<file path="src/rtl/multdiv_sequencer.sv">
// Sequences the multi-cycle multiply/divide unit: start pulse, pipeline freeze while busy,
// then a one-cycle writeback presentation (result, or rstatus into r30 on exception).
module multdiv_sequencer #(
  parameter int TIMEOUT     = 40,
  parameter int CNT_W       = 6,
  parameter int RSTATUS_MUL = 4,
  parameter int RSTATUS_DIV = 5
) (
  input  logic             clock,
  input  logic             reset_n,
  input  logic [4:0]       DX_opcode_wire,
  input  logic [4:0]       DX_ALU_op_wire,
  input  logic [4:0]       DX_rd_wire,
  input  logic             md_ready_in,
  input  logic             md_exception_in,
  input  logic [31:0]      md_result_in,
  output logic             ctrl_MULT,
  output logic             ctrl_DIV,
  output logic             stall,
  output logic             md_valid,
  output logic [4:0]       md_wr_reg,
  output logic [31:0]      md_wr_data,
  output logic             md_exception,
  output logic [CNT_W-1:0] md_last_cycles
);

  typedef enum logic [1:0] {IDLE, BUSY, DONE} state_t;

  localparam logic [4:0] RSTATUS_REG = 5'd30;

  state_t             state_q, state_d;
  logic               mult_q, mult_d, div_q, div_d;
  logic               is_div_q, is_div_d;
  logic [4:0]         op_rd_q, op_rd_d;
  logic [CNT_W-1:0]   count_q, count_d;
  logic               exc_q, exc_d;
  logic [4:0]         wr_reg_q, wr_reg_d;
  logic [31:0]        wr_data_q, wr_data_d;
  logic [CNT_W-1:0]   last_q, last_d;

  logic               md_req;
  logic               start_cycle;
  logic               fin;
  logic               fin_exc;
  logic [31:0]        fin_res;

  assign md_req = (DX_opcode_wire == 5'd0) &&
                  (DX_ALU_op_wire == 5'd6 || DX_ALU_op_wire == 5'd7);
  // The unit cannot be done in the cycle it is being started.
  assign start_cycle = mult_q | div_q;

  always_comb begin
    state_d   = state_q;
    mult_d    = 1'b0;
    div_d     = 1'b0;
    is_div_d  = is_div_q;
    op_rd_d   = op_rd_q;
    count_d   = count_q;
    exc_d     = exc_q;
    wr_reg_d  = wr_reg_q;
    wr_data_d = wr_data_q;
    last_d    = last_q;
    stall     = 1'b0;
    md_valid  = 1'b0;
    fin       = 1'b0;
    fin_exc   = 1'b0;
    fin_res   = 32'd0;

    case (state_q)
      IDLE: begin
        stall = md_req;
        if (md_req) begin
          state_d  = BUSY;
          is_div_d = DX_ALU_op_wire[0];
          op_rd_d  = DX_rd_wire;
          count_d  = '0;
          mult_d   = ~DX_ALU_op_wire[0];
          div_d    = DX_ALU_op_wire[0];
        end
      end
      BUSY: begin
        stall   = 1'b1;
        count_d = count_q + CNT_W'(1);
        if (md_ready_in && !start_cycle) begin
          fin     = 1'b1;
          fin_exc = md_exception_in;
          fin_res = md_result_in;
        end else if (count_q == CNT_W'(TIMEOUT - 1)) begin
          fin     = 1'b1;
          fin_exc = 1'b1;
          fin_res = 32'd0;
        end
        if (fin) begin
          state_d = DONE;
          exc_d   = fin_exc;
          last_d  = count_q + CNT_W'(1);
          if (fin_exc) begin
            wr_reg_d  = RSTATUS_REG;
            wr_data_d = is_div_q ? 32'(RSTATUS_DIV) : 32'(RSTATUS_MUL);
          end else begin
            wr_reg_d  = op_rd_q;
            wr_data_d = fin_res;
          end
        end
      end
      DONE: begin
        md_valid = 1'b1;
        state_d  = IDLE;
      end
      default: state_d = IDLE;
    endcase
  end

  always_ff @(posedge clock or negedge reset_n) begin
    if (!reset_n) begin
      state_q   <= IDLE;
      mult_q    <= 1'b0;
      div_q     <= 1'b0;
      is_div_q  <= 1'b0;
      op_rd_q   <= 5'd0;
      count_q   <= '0;
      exc_q     <= 1'b0;
      wr_reg_q  <= 5'd0;
      wr_data_q <= 32'd0;
      last_q    <= '0;
    end else begin
      state_q   <= state_d;
      mult_q    <= mult_d;
      div_q     <= div_d;
      is_div_q  <= is_div_d;
      op_rd_q   <= op_rd_d;
      count_q   <= count_d;
      exc_q     <= exc_d;
      wr_reg_q  <= wr_reg_d;
      wr_data_q <= wr_data_d;
      last_q    <= last_d;
    end
  end

  assign ctrl_MULT      = mult_q;
  assign ctrl_DIV       = div_q;
  assign md_exception   = exc_q;
  assign md_wr_reg      = wr_reg_q;
  assign md_wr_data     = wr_data_q;
  assign md_last_cycles = last_q;

endmodule

</file>
<file path="config.mk">
export PLATFORM = sky130hd
export DESIGN_NAME = multdiv_sequencer
export DESIGN_NICKNAME = d
export VERILOG_FILES = /design/src/rtl/multdiv_sequencer.sv
export SDC_FILE = /design/constraint.sdc
export NUM_CORES = 1
export LEC_CHECK = 0
export CORE_ASPECT_RATIO = 1.4
export CORE_MARGIN = 2
export CORE_UTILIZATION = 55
export DETAILED_ROUTE_END_ITERATION = 12
export DONT_BUFFER_PORTS = 1
export GPL_ROUTABILITY_DRIVEN = 1
export GPL_TIMING_DRIVEN = 0
export PLACE_DENSITY = 0.79
export SLEW_MARGIN = 5
export SYNTH_ARGS = -nofsm -noshare
export SYNTH_HDL_FRONTEND = slang
export SYNTH_SLANG_ARGS = --single-unit
</file>
<file path="constraint.sdc">
create_clock -name clock -period 2.25 [get_ports clock]
set_input_delay 0 -clock clock [delete_from_list [all_inputs] [get_ports clock]]
set_output_delay 0 -clock clock [all_outputs]
set_load 0.005 [all_outputs]
</file>
==> summary.md, run 1 <==
| Metric | Value |
|---|---|
| Slowest-stage cell, CP | `dfrtp_1` |
| Final setup vio count | `0` |
| Seq/Total Area, Yosys | `between 60% and 70%` |
| Setup TNS | `0 ns` |
| Final Cell Area | `0.00310 mm²` |
| Relative slew slack | `about three fifths` |
| Status | `completed` |
| Via count | `about 1,700` |
| CTS clk-pin slew, worst paths | `0.07 ns` |
| Main synth FF type | `dfrtp_1` |
| Pre-CTS WS | `0.191 ns` |
| DRT antenna net count | `0` |
| Worst vdd ir | `0.718 mV` |
| Hold WC Path Type | `input port to register` |
| CP bufs+invs | `3` |
| Maximum clock path buffer count | `2` |
| Setup crit end kind | `register` |
| Global Route Usage Sum | `24.0%` |
| Worst Path Arrival | `about 2.3 ns` |
| Number of max-cap violations | `0` |
| Rows | `28` |
| Setup Buffers After CTS | `0` |
| WS Path Type | `register to register` |
| # DRC | `0` |
| Synthesized net count | `~220` |
| I/O Buffers | `0` |
| Unrepaired setup endpoints after global routing | `false` |
| Largest net degree at the start of global routing | `61` |
| Initial antenna violation count | `0` |
| Critical path fanouts, max | `10` |
| Family with the most delay on the worst path | `flip-flops` |
| Post-DP HPWL | `between 3000 and 4000 µm` |
| Leakage | `0.00144 µW` |
| Skew-Pair Late Insertion Delay | `about 0.33 ns` |
| Cts repair resizes | `0` |
| Post-DP Area | `about 0.0024 mm²` |
| Worst slew pin tran | `0.609 ns` |
| CTS buffer count | `9` |
| Layout Cells excl Fill | `between 200 and 300` |
| I/O pins | `a little under 100` |
| Req. time, crit path | `2.46 ns` |
| Fin crit share | `92.5%` |
| Slowest cell delay on critical path | `0.46 ns` |
| CTS tree | `done` |
| Max reg flops | `32` |
| Synth Instances | `171` |
| Die area | `between 0.004 and 0.005 mm²` |
| Clock Sinks | `60` |
| Cell variety after synth | `36` |
| Avg Cell Area, Syn | `between 10 and 15 µm²` |
| Global-route wire length before repair | `~8600 µm` |
| # fillers | `280` |
| Grt ovf | `0` |
| Yosys reg bits | `60` |
| CORE AREA | `approximately 0.0042 mm²` |
| N_diodes | `0` |
| Share of layout cells above drive strength 1 | `18.9%` |
| Final critical-path required period | `about 2.1 ns` |
| DP Cell Count | `216` |
| Vias in the first global route | `between 1,500 and 2,000` |
| Ys Warns | `0` |
| CP Cell Sequence | `ha_1 > nor4bb_4 > a21boi_4 > nand2b_4 > buf_6 > inv_4 > buf_12 > mux2_4` |
| Final hold viol count | `0` |
| Clock Skew | `0.00917 ns` |
| Die height | `just over 80 µm` |
| Placer Congestion | `0.757` |
| Number of flops mapped to enable cells by yosys | `0` |
| Routed WL | `around 5600 µm` |
| Critical Path Source Type | `register` |
| Clk root buf | `clkbuf_8` |
| Iteration-0 DRC Markers | `132` |
| CTS H-tree depth | `3` |
| Post-layout nets | `275` |
| Area Growth Syn to Fin | `29.6%` |
| Synth Cell Area | `between 0.002 and 0.0025 mm²` |
| Power Dens Cells | `approximately 930 mW/mm²` |
| Avg Vias per Cell | `roughly 6.1` |
| FMAX | `about 480 MHz` |
| Initial core utilization | `a little under three fifths` |
| Final worst slack | `0.169 ns` |
| Drt pass-1 iters | `4` |
| Die width | `approximately 60 µm` |
| Final slew viol count | `0` |
| Wire per inst | `between 20 and 25 µm` |
| Post-CTS Hold Fix Bufs | `41` |
| Post-synth ARST share | `100%` |
kinds of logic (layout without fill, tap and decap cells):
logic type / count (synthesis) / in the layout / share of synthesized area [%]
AO/OA/AOI/OAI: 51 / 51 / 17.5
XOR/XNOR: 4 / 4 / 1.46
adder cells (fa/ha/maj): 1 / 1 / 0.523
buffers and inverters: 12 / 69 / 3.55
flip-flops: 60 / 60 / 62.7
multiplexers: 12 / 12 / 6.12
AND/OR/NAND/NOR: 31 / 31 / 8.10
stage by stage:
| step | hold slack (ns) | power [µW] | util, % |
|---|---|---|---|
| after floorplan | -0.296 | 1660 | - |
| after global placement | -0.294 | 1730 | 58.3 |
| after detailed placement | -0.294 | 1760 | 58.3 |
| after CTS | 0.00905 | 2910 | 73.8 |
| after global routing | 0.0346 | 3040 | 73.8 |
| final | 0.0436 | 2890 | 73.8 |
report_power, final:
group / total, µW / switching [µW] / leakage [µW] / internal, µW
registers: 1460 / 194 / 0.000787 / 1260
logic: 377 / 154 / 0.000551 / 223
clock network: 1060 / 428 / 0.000106 / 628
total: 2890 / 776 / 0.00144 / 2120
layout make-up:
class	count	area (µm²)	area share, %
multi-input combinational	99	807	26.0
buffer	10	75.1	2.42
clock buffer	9	124	3.99
timing repair buffer	41	428	13.8
clock inverter	7	101	3.27
tap	45	56.3	1.81
inverter	2	10.0	0.323
sequential	60	1500	48.4
routing by layer:
layer  vias up  wire length [µm]  GRT usage, %
li1        738                 -             -
met3         8               504          9.61
met1       812              2090          26.3
met5         -                 0             0
met2        96              2930          41.0
met4         0                97          9.11
worst paths after layout:
path | from | to | slack [ns] | cells after the start
max in group asynchronous | reset_n | is_div_q$_DFFE_PN0P_ | 1.79 | 2
worst min-delay path | md_exception_in | md_wr_data[6]$_DFFE_PN0P_ | 0.04 | 2
worst max-delay path | count_q[0]$_DFFE_PN0P_ | md_last_cycles[3]$_DFFE_PN0P_ | 0.17 | 8
min in group asynchronous | reset_n | md_wr_data[11]$_DFFE_PN0P_ | 0.21 | 2
worst min register to register | op_rd_q[3]$_DFFE_PN0P_ | op_rd_q[3]$_DFFE_PN0P_ | 0.51 | 1
worst max register to register | count_q[0]$_DFFE_PN0P_ | md_last_cycles[3]$_DFFE_PN0P_ | 0.17 | 8
placed cells by master (no fill, tap or decap), drive strengths merged:
cell,n
nand2,6
o22a,5
a31oi,3
nor3,2
and2,1
inv,2
bufinv,2
a22o,31
clkinv,3
a41oi,1
xnor2,4
mux2,12
nand3,5
nor2,6
nand4b,1
nor2b,2
o21ai,5
clkinvlp,2
nor4bb,1
nand2b,2
nor4,1
dlygate4sd3,40
a21boi,2
or3b,1
o21a,2
buf,9
clkbuf,11
ha,1
or3,1
nor4b,1
a21oi,2
dfrtp,60
and3,1
synth_stat cells (2+ instances only):
master | count | share of area [%]
a21oi_1 | 2 | 0.42
a22o_1 | 31 | 11
a31oi_1 | 3 | 0.78
buf_2 | 5 | 1.0
buf_6 | 2 | 0.94
clkbuf_1 | 2 | 0.31
dfrtp_1 | 60 | 63
mux2_2 | 9 | 4.2
mux2_4 | 3 | 1.9
nand2_1 | 6 | 0.94
nand3_1 | 5 | 1.0
nor2_1 | 5 | 0.78
nor2b_1 | 2 | 0.52
nor3_1 | 2 | 0.42
o21a_1 | 2 | 0.63
o21ai_0 | 5 | 1.0
o22a_1 | 5 | 1.8
xnor2_1 | 4 | 1.5
Note: power is estimated with default switching activity, not from simulation.
==> run 2, diff against run 1 <==
--- a/config.mk
+++ b/config.mk
@@ -12,5 +12,4 @@
 export DONT_BUFFER_PORTS = 1
 export GPL_ROUTABILITY_DRIVEN = 1
-export GPL_TIMING_DRIVEN = 0
 export PLACE_DENSITY = 0.79
 export SLEW_MARGIN = 5
==> constraint.sdc (replaced) <==
create_clock -name clock -period 2.25 [get_ports clock]
set_input_delay 0 -clock clock [delete_from_list [all_inputs] [get_ports clock]]
set_output_delay 0 -clock clock [all_outputs]
set_load 0.1 [all_outputs]
==> run 2 against run 1 <==
Setup slack got worse by 0.035 ns. Highest routed layer unchanged. Final cell count up 14%. Non-clock buffer count up 40. First-iteration DRC count rose by 8.3%. Combinational power grew to 4.8 times the previous value.
==> summary.md, run 2 (synthesis gave the netlist of run 1 again) <==
| Metric | Value |
|---|---|
| Status | `completed` |
| # DRC | `0` |
| Drt pass-1 iters | `4` |
| Hold Path End | `md_wr_data[0]$_DFFE_PN0P_` |
| Fin crit share | `between 90% and 100%` |
| FMAX | `about 470 MHz` |
| Placer Congestion | `~0.78` |
| Die width | `59.8 µm` |
| Leakage | `0.00164 µW` |
| R2R depth | `6` |
| Most frequent cells in the layout | `dfrtp_1 (58), buf_4 (50), dlygate4sd3_1 (40)` |
| Clk root buf | `clkbuf_8` |
| Final slew viol count | `0` |
| Routed WL | `6430 µm` |
| Setup crit end kind | `register` |
| Hold Crit Depth | `3` |
| Most common cell after layout, fill and taps aside | `dfrtp_1` |
| Reg-to-Reg End | `md_last_cycles[5]$_DFFE_PN0P_` |
| Skew-Pair Late Insertion Delay | `around 0.32 ns` |
| Clock Skew | `roughly 0.0069 ns` |
| Post-layout nets | `roughly 320` |
| Rows | `28` |
| I/O Buffers | `0` |
| CTS H-tree depth | `3` |
| R2r startpoint | `count_q[0]$_DFFE_PN0P_` |
| Req. time, crit path | `between 2 and 2.5 ns` |
| Final critical-path required period | `about 2.1 ns` |
| I/O pins | `99` |
| CTS clk-pin slew, worst paths | `about 0.06 ns` |
| Global Route Usage Sum | `between 20 and 30%` |
| Final core occ | `79.9%` |
| CTS buffer count | `9` |
| Die height | `around 82 µm` |
| Initial antenna violation count | `0` |
| CTS tree | `done` |
| Avg Vias per Cell | `about 5.9` |
| Worst Path Arrival | `around 2.3 ns` |
| Maximum clock path buffer count | `2` |
| Final hold viol count | `0` |
| Initial core utilization | `between 50% and 60%` |
| Clock Sinks | `60` |
| Worst Hold Launch | `md_exception_in` |
| WS Path Type | `register to register` |
| Critical Path Source Type | `register` |
| Relative slew slack | `between 50% and 60%` |
| Setup TNS | `0 ns` |
| Number of max-cap violations | `0` |
| DRT antenna net count | `0` |
| Hold WC Path Type | `input port to register` |
| Grt ovf | `0` |
| Post-DP HPWL | `roughly 3800 µm` |
| Final setup vio count | `0` |
| CORE AREA | `0.00420 mm²` |
| Area Growth Syn to Fin | `40.4%` |
| Iteration-0 DRC Markers | `~140` |
| Critical path fanouts, max | `18` |
| Wire per inst | `~21 µm` |
| Max reg flops | `32` |
| Share of layout cells above drive strength 1 | `a little under a third` |
| Power Dens Cells | `1210 mW/mm²` |
| Flop2flop setup slack | `approximately 0.13 ns` |
| N_diodes | `0` |
| Unrepaired setup endpoints after global routing | `false` |
| Vias in the first global route | `roughly 1,900` |
| Die area | `between 0.004 and 0.005 mm²` |
| Worst slew pin tran | `approximately 0.67 ns` |
| Worst vdd ir | `slightly below 0.7 mV` |
| Setup Buffers After CTS | `0` |
| Via count | `around 1,800` |
| Global-route wire length before repair | `9580 µm` |
| Largest net degree at the start of global routing | `61` |
[run 2: area by class of cell]
| type | instances | area [µm²] |
|---|---|---|
| sequential | 60 | 1500 |
| fill | 231 | 845 |
| multi-input combinational | 99 | 815 |
| timing repair buffer | 91 | 803 |
| clock buffer | 11 | 131 |
| tap | 45 | 56.3 |
| clock inverter | 3 | 40.0 |
| inverter | 2 | 10.0 |
[run 2: repair_timing]
| action | CTS | global route |
|---|---|---|
| resized for setup | 0 | 0 |
| endpoints found under the setup margin | 0 | 0 |
| hold buffers | 41 | 0 |
| endpoints found under the hold margin | 100 | 0 |
[run 2: how the worst max path moves through the flow]
stage                           start                             to  slack [ns]  depth (start not counted)
2_1_floorplan      ctrl_DIV$_DFF_PN0_  md_last_cycles[3]$_DFFE_PN0P_        0.19                          7
3_3_place_gp   count_q[0]$_DFFE_PN0P_  md_last_cycles[5]$_DFFE_PN0P_        0.33                          6
3_5_place_dp   count_q[0]$_DFFE_PN0P_  md_last_cycles[5]$_DFFE_PN0P_        0.17                          6
4_1_cts        count_q[0]$_DFFE_PN0P_  md_last_cycles[5]$_DFFE_PN0P_        0.14                          6
5_1_grt        count_q[0]$_DFFE_PN0P_  md_last_cycles[5]$_DFFE_PN0P_        0.03                          6
6_report       count_q[0]$_DFFE_PN0P_  md_last_cycles[5]$_DFFE_PN0P_        0.13                          6
[run 2: report_power, final]
| part | internal (µW) | switching [µW] |
|---|---|---|
| sequential | 1260 | 138 |
| combinational | 410 | 1390 |
| clock | 496 | 373 |
[run 2: worst max-delay path, cell delays in order (launching register included)]
cell	delay, ns
dfrtp_1	0.44
ha_1	0.29
nor4bb_4	0.31
a21boi_4	0.11
nand2b_4	0.26
inv_4	0.21
mux2_2	0.36
[run 2: metal layers]
layer	up-vias	part of all wire (%)	GRT usage, %
met1	904	37	31.8
met5	-	0	0
li1	815	-	-
met3	6	7.9	8.98
met2	100	54	47.3
met4	0	0.82	9.78
[run 2: metrics by stage]
| stage | hold slack (ns) | instances | instance area (µm²) | total power (µW) | setup slack, ns |
|---|---|---|---|---|---|
| after floorplan | -0.296 | 171 | 2400 | 2770 | 0.188 |
| after global placement | -0.295 | 256 | 2760 | 3080 | 0.325 |
| after detailed placement | -0.294 | 256 | 2760 | 3120 | 0.171 |
| after CTS | 0.0771 | 311 | 3360 | 4070 | 0.139 |
| after global routing | 0.0859 | 311 | 3360 | 4210 | 0.0275 |
| final | 0.0898 | 311 | 3360 | 4070 | 0.134 |
==> run 3, diff against run 2 <==
- clock period: 2.25 -> 2.4 ns (I/O delays scaled with it)
==> run 3 against run 2 <==
Final area up 1.2%. Sequential share of layout area shrank 0.60 points. Hold slack lost 0.035 ns. Critical path depth shrank 2. Utilization increased by 0.95 points. Die area stayed put. Wire length fell by 2.0%. Largest cell class unchanged. Sequential cell count stayed put. Largest power group unchanged. Global-route usage down 0.71 points. Via count is 0.60% higher.
==> summary.md, run 3 (synthesis gave the netlist of run 1 again) <==
| Metric | Value |
|---|---|
| Status | `completed` |
| Slowest-stage cell, CP | `dfrtp_1` |
| Family with the most delay on the worst path | `simple AND/OR/NAND/NOR gates` |
| Cts repair resizes | `0` |
| Initial core utilization | `between 50% and 60%` |
| Skew-Pair Late Insertion Delay | `0.33 ns` |
| CTS buffer count | `9` |
| Setup crit end kind | `output port` |
| Drt pass-1 iters | `4` |
| I/O pins | `between 90 and 100` |
| N_diodes | `0` |
| Placer Congestion | `roughly 0.81` |
| DRT antenna net count | `0` |
| CORE AREA | `about 0.0042 mm²` |
| Maximum clock path buffer count | `2` |
| Global-route wire length before repair | `between 9000 and 10,000 µm` |
| # DRC | `0` |
| CTS clk-pin slew, worst paths | `0.06 ns` |
| Via count | `1,836` |
| Initial antenna violation count | `0` |
| Largest net degree at the start of global routing | `61` |
| Avg Vias per Cell | `~5.9` |
| Post-DP HPWL | `roughly 3600 µm` |
| Worst slew pin tran | `0.897 ns` |
| FMAX | `504 MHz` |
| Clk root buf | `clkbuf_8` |
| Worst vdd ir | `0.698 mV` |
| Die width | `59.8 µm` |
| Unrepaired setup endpoints after global routing | `false` |
| Max reg flops | `32` |
| Most common cell after layout, fill and taps aside | `dfrtp_1` |
| Critical Path Source Type | `register` |
| Die area | `0.00490 mm²` |
| Relative slew slack | `roughly two fifths` |
| Leakage | `~0.0017 µW` |
| Rows | `28` |
| Share of layout cells above drive strength 1 | `roughly a third` |
| Clock Sinks | `60` |
| Critical path fanouts, max | `6` |
| Vias in the first global route | `between 2,000 and 2,500` |
| WS Path Type | `register to output port` |
| Die height | `just over 80 µm` |
| CP bufs+invs | `1` |
| Layout Cells excl Fill | `around 310` |
| Final slew viol count | `0` |
| CP Cell Sequence | `nor4_1 > nand4b_1 > nand2_1 > buf_4` |
| Post-layout nets | `~310` |
| Iteration-0 DRC Markers | `141` |
| Grt ovf | `0` |
| Routed WL | `roughly 6300 µm` |
| DP Cell Count | `255` |
| Number of max-cap violations | `0` |
| Global Route Usage Sum | `~27%` |
| Most frequent cells in the layout | `dfrtp_1 (60), buf_4 (49), dlygate4sd3_1 (40)` |
| CTS H-tree depth | `3` |
| Fin crit share | `82.7%` |
| CTS tree | `done` |
| Setup TNS | `0 ns` |
| Power Dens Cells | `~1200 mW/mm²` |
| Final critical-path required period | `between 1.5 and 2 ns` |
| Wire per inst | `between 20 and 25 µm` |
| Hold WC Path Type | `input port to register` |
| Worst Path Arrival | `1.98 ns` |
| Clock Skew | `~0.011 ns` |
| Final hold viol count | `0` |
| Slowest cell delay on critical path | `a little over 0.4 ns` |
| Final setup vio count | `0` |
| Area Growth Syn to Fin | `42.0%` |
| Req. time, crit path | `approximately 2.4 ns` |
| I/O Buffers | `0` |
==> run 3: changes by cell type in the layout (fill, tap and decap cells not counted), sizes merged <==
| cell | delta |
|---|---|
| buf | -1 |
| clkbuf | +2 |
| clkinv | -1 |
| clkinvlp | +1 |
==> run 3: path summary, 6_finish.rpt <==
path                                            from                    endpoint  slack, ns  depth (start not counted)
setup / recovery              state_q[1]$_DFFE_PN0P_                       stall       0.42                          4
hold / removal                     DX_ALU_op_wire[2]      count_q[1]$_DFFE_PN0P_       0.06                          3
setup reg to reg              count_q[0]$_DFFE_PN0P_  md_wr_data[22]$_DFFE_PN0P_       0.43                          6
hold reg to reg            md_wr_data[6]$_DFFE_PN0P_   md_wr_data[6]$_DFFE_PN0P_       0.50                          1
max in group asynchronous                    reset_n      count_q[5]$_DFFE_PN0P_       1.93                          2
min in group asynchronous                    reset_n  md_wr_data[23]$_DFFE_PN0P_       0.22                          2
==> run 3: what timing repair did <==
action | CTS | global route
hold buffers | 41 | 0
endpoints found under the hold margin | 100 | 0
buffers inserted | 0 | 0
==> run 3: final cells by class <==
cell class | instances | area, µm²
Clock buffer | 13 | 179
Clock inverter | 3 | 42.5
Fill cell | 233 | 805
Inverter | 2 | 10.0
Multi-Input combinational cell | 99 | 815
Sequential cell | 60 | 1500
Tap cell | 45 | 56.3
Timing Repair Buffer | 90 | 796
==> run 3: tightest hold or removal path: stages <==
cell and delay [ns]:
nand4b_1 0.18, nand3_1 0.10, nand2_1 0.07
==> run 3: power breakdown <==
part | leakage, µW | total, µW | switching [µW] | internal, µW
logic | 0.000761 | 1690 | 1310 | 383
clock network | 0.000112 | 966 | 375 | 591
registers | 0.000787 | 1310 | 123 | 1180
==> run 3: metrics by stage <==
stage	worst slack [ns]	area (µm²)	hold WS (ns)	utilization (%)	power, µW
after global placement	0.588	2750	-0.294	65.4	2890
after CTS	0.421	3400	0.0422	80.9	3960
after detailed placement	0.464	2750	-0.294	65.4	2920
final	0.416	3400	0.0551	80.9	3970
after global routing	0.334	3400	0.0654	80.9	4090
after floorplan	0.135	2390	-0.296	-	2590
==> run 3: layer usage <==
metal	routed length (µm)	global-route usage, %	vias up
met3	569	9.92	15
met1	2200	28.7	894
met2	3410	47.1	108
met4	121	10.4	0
li1	-	-	819
met5	0	0	-
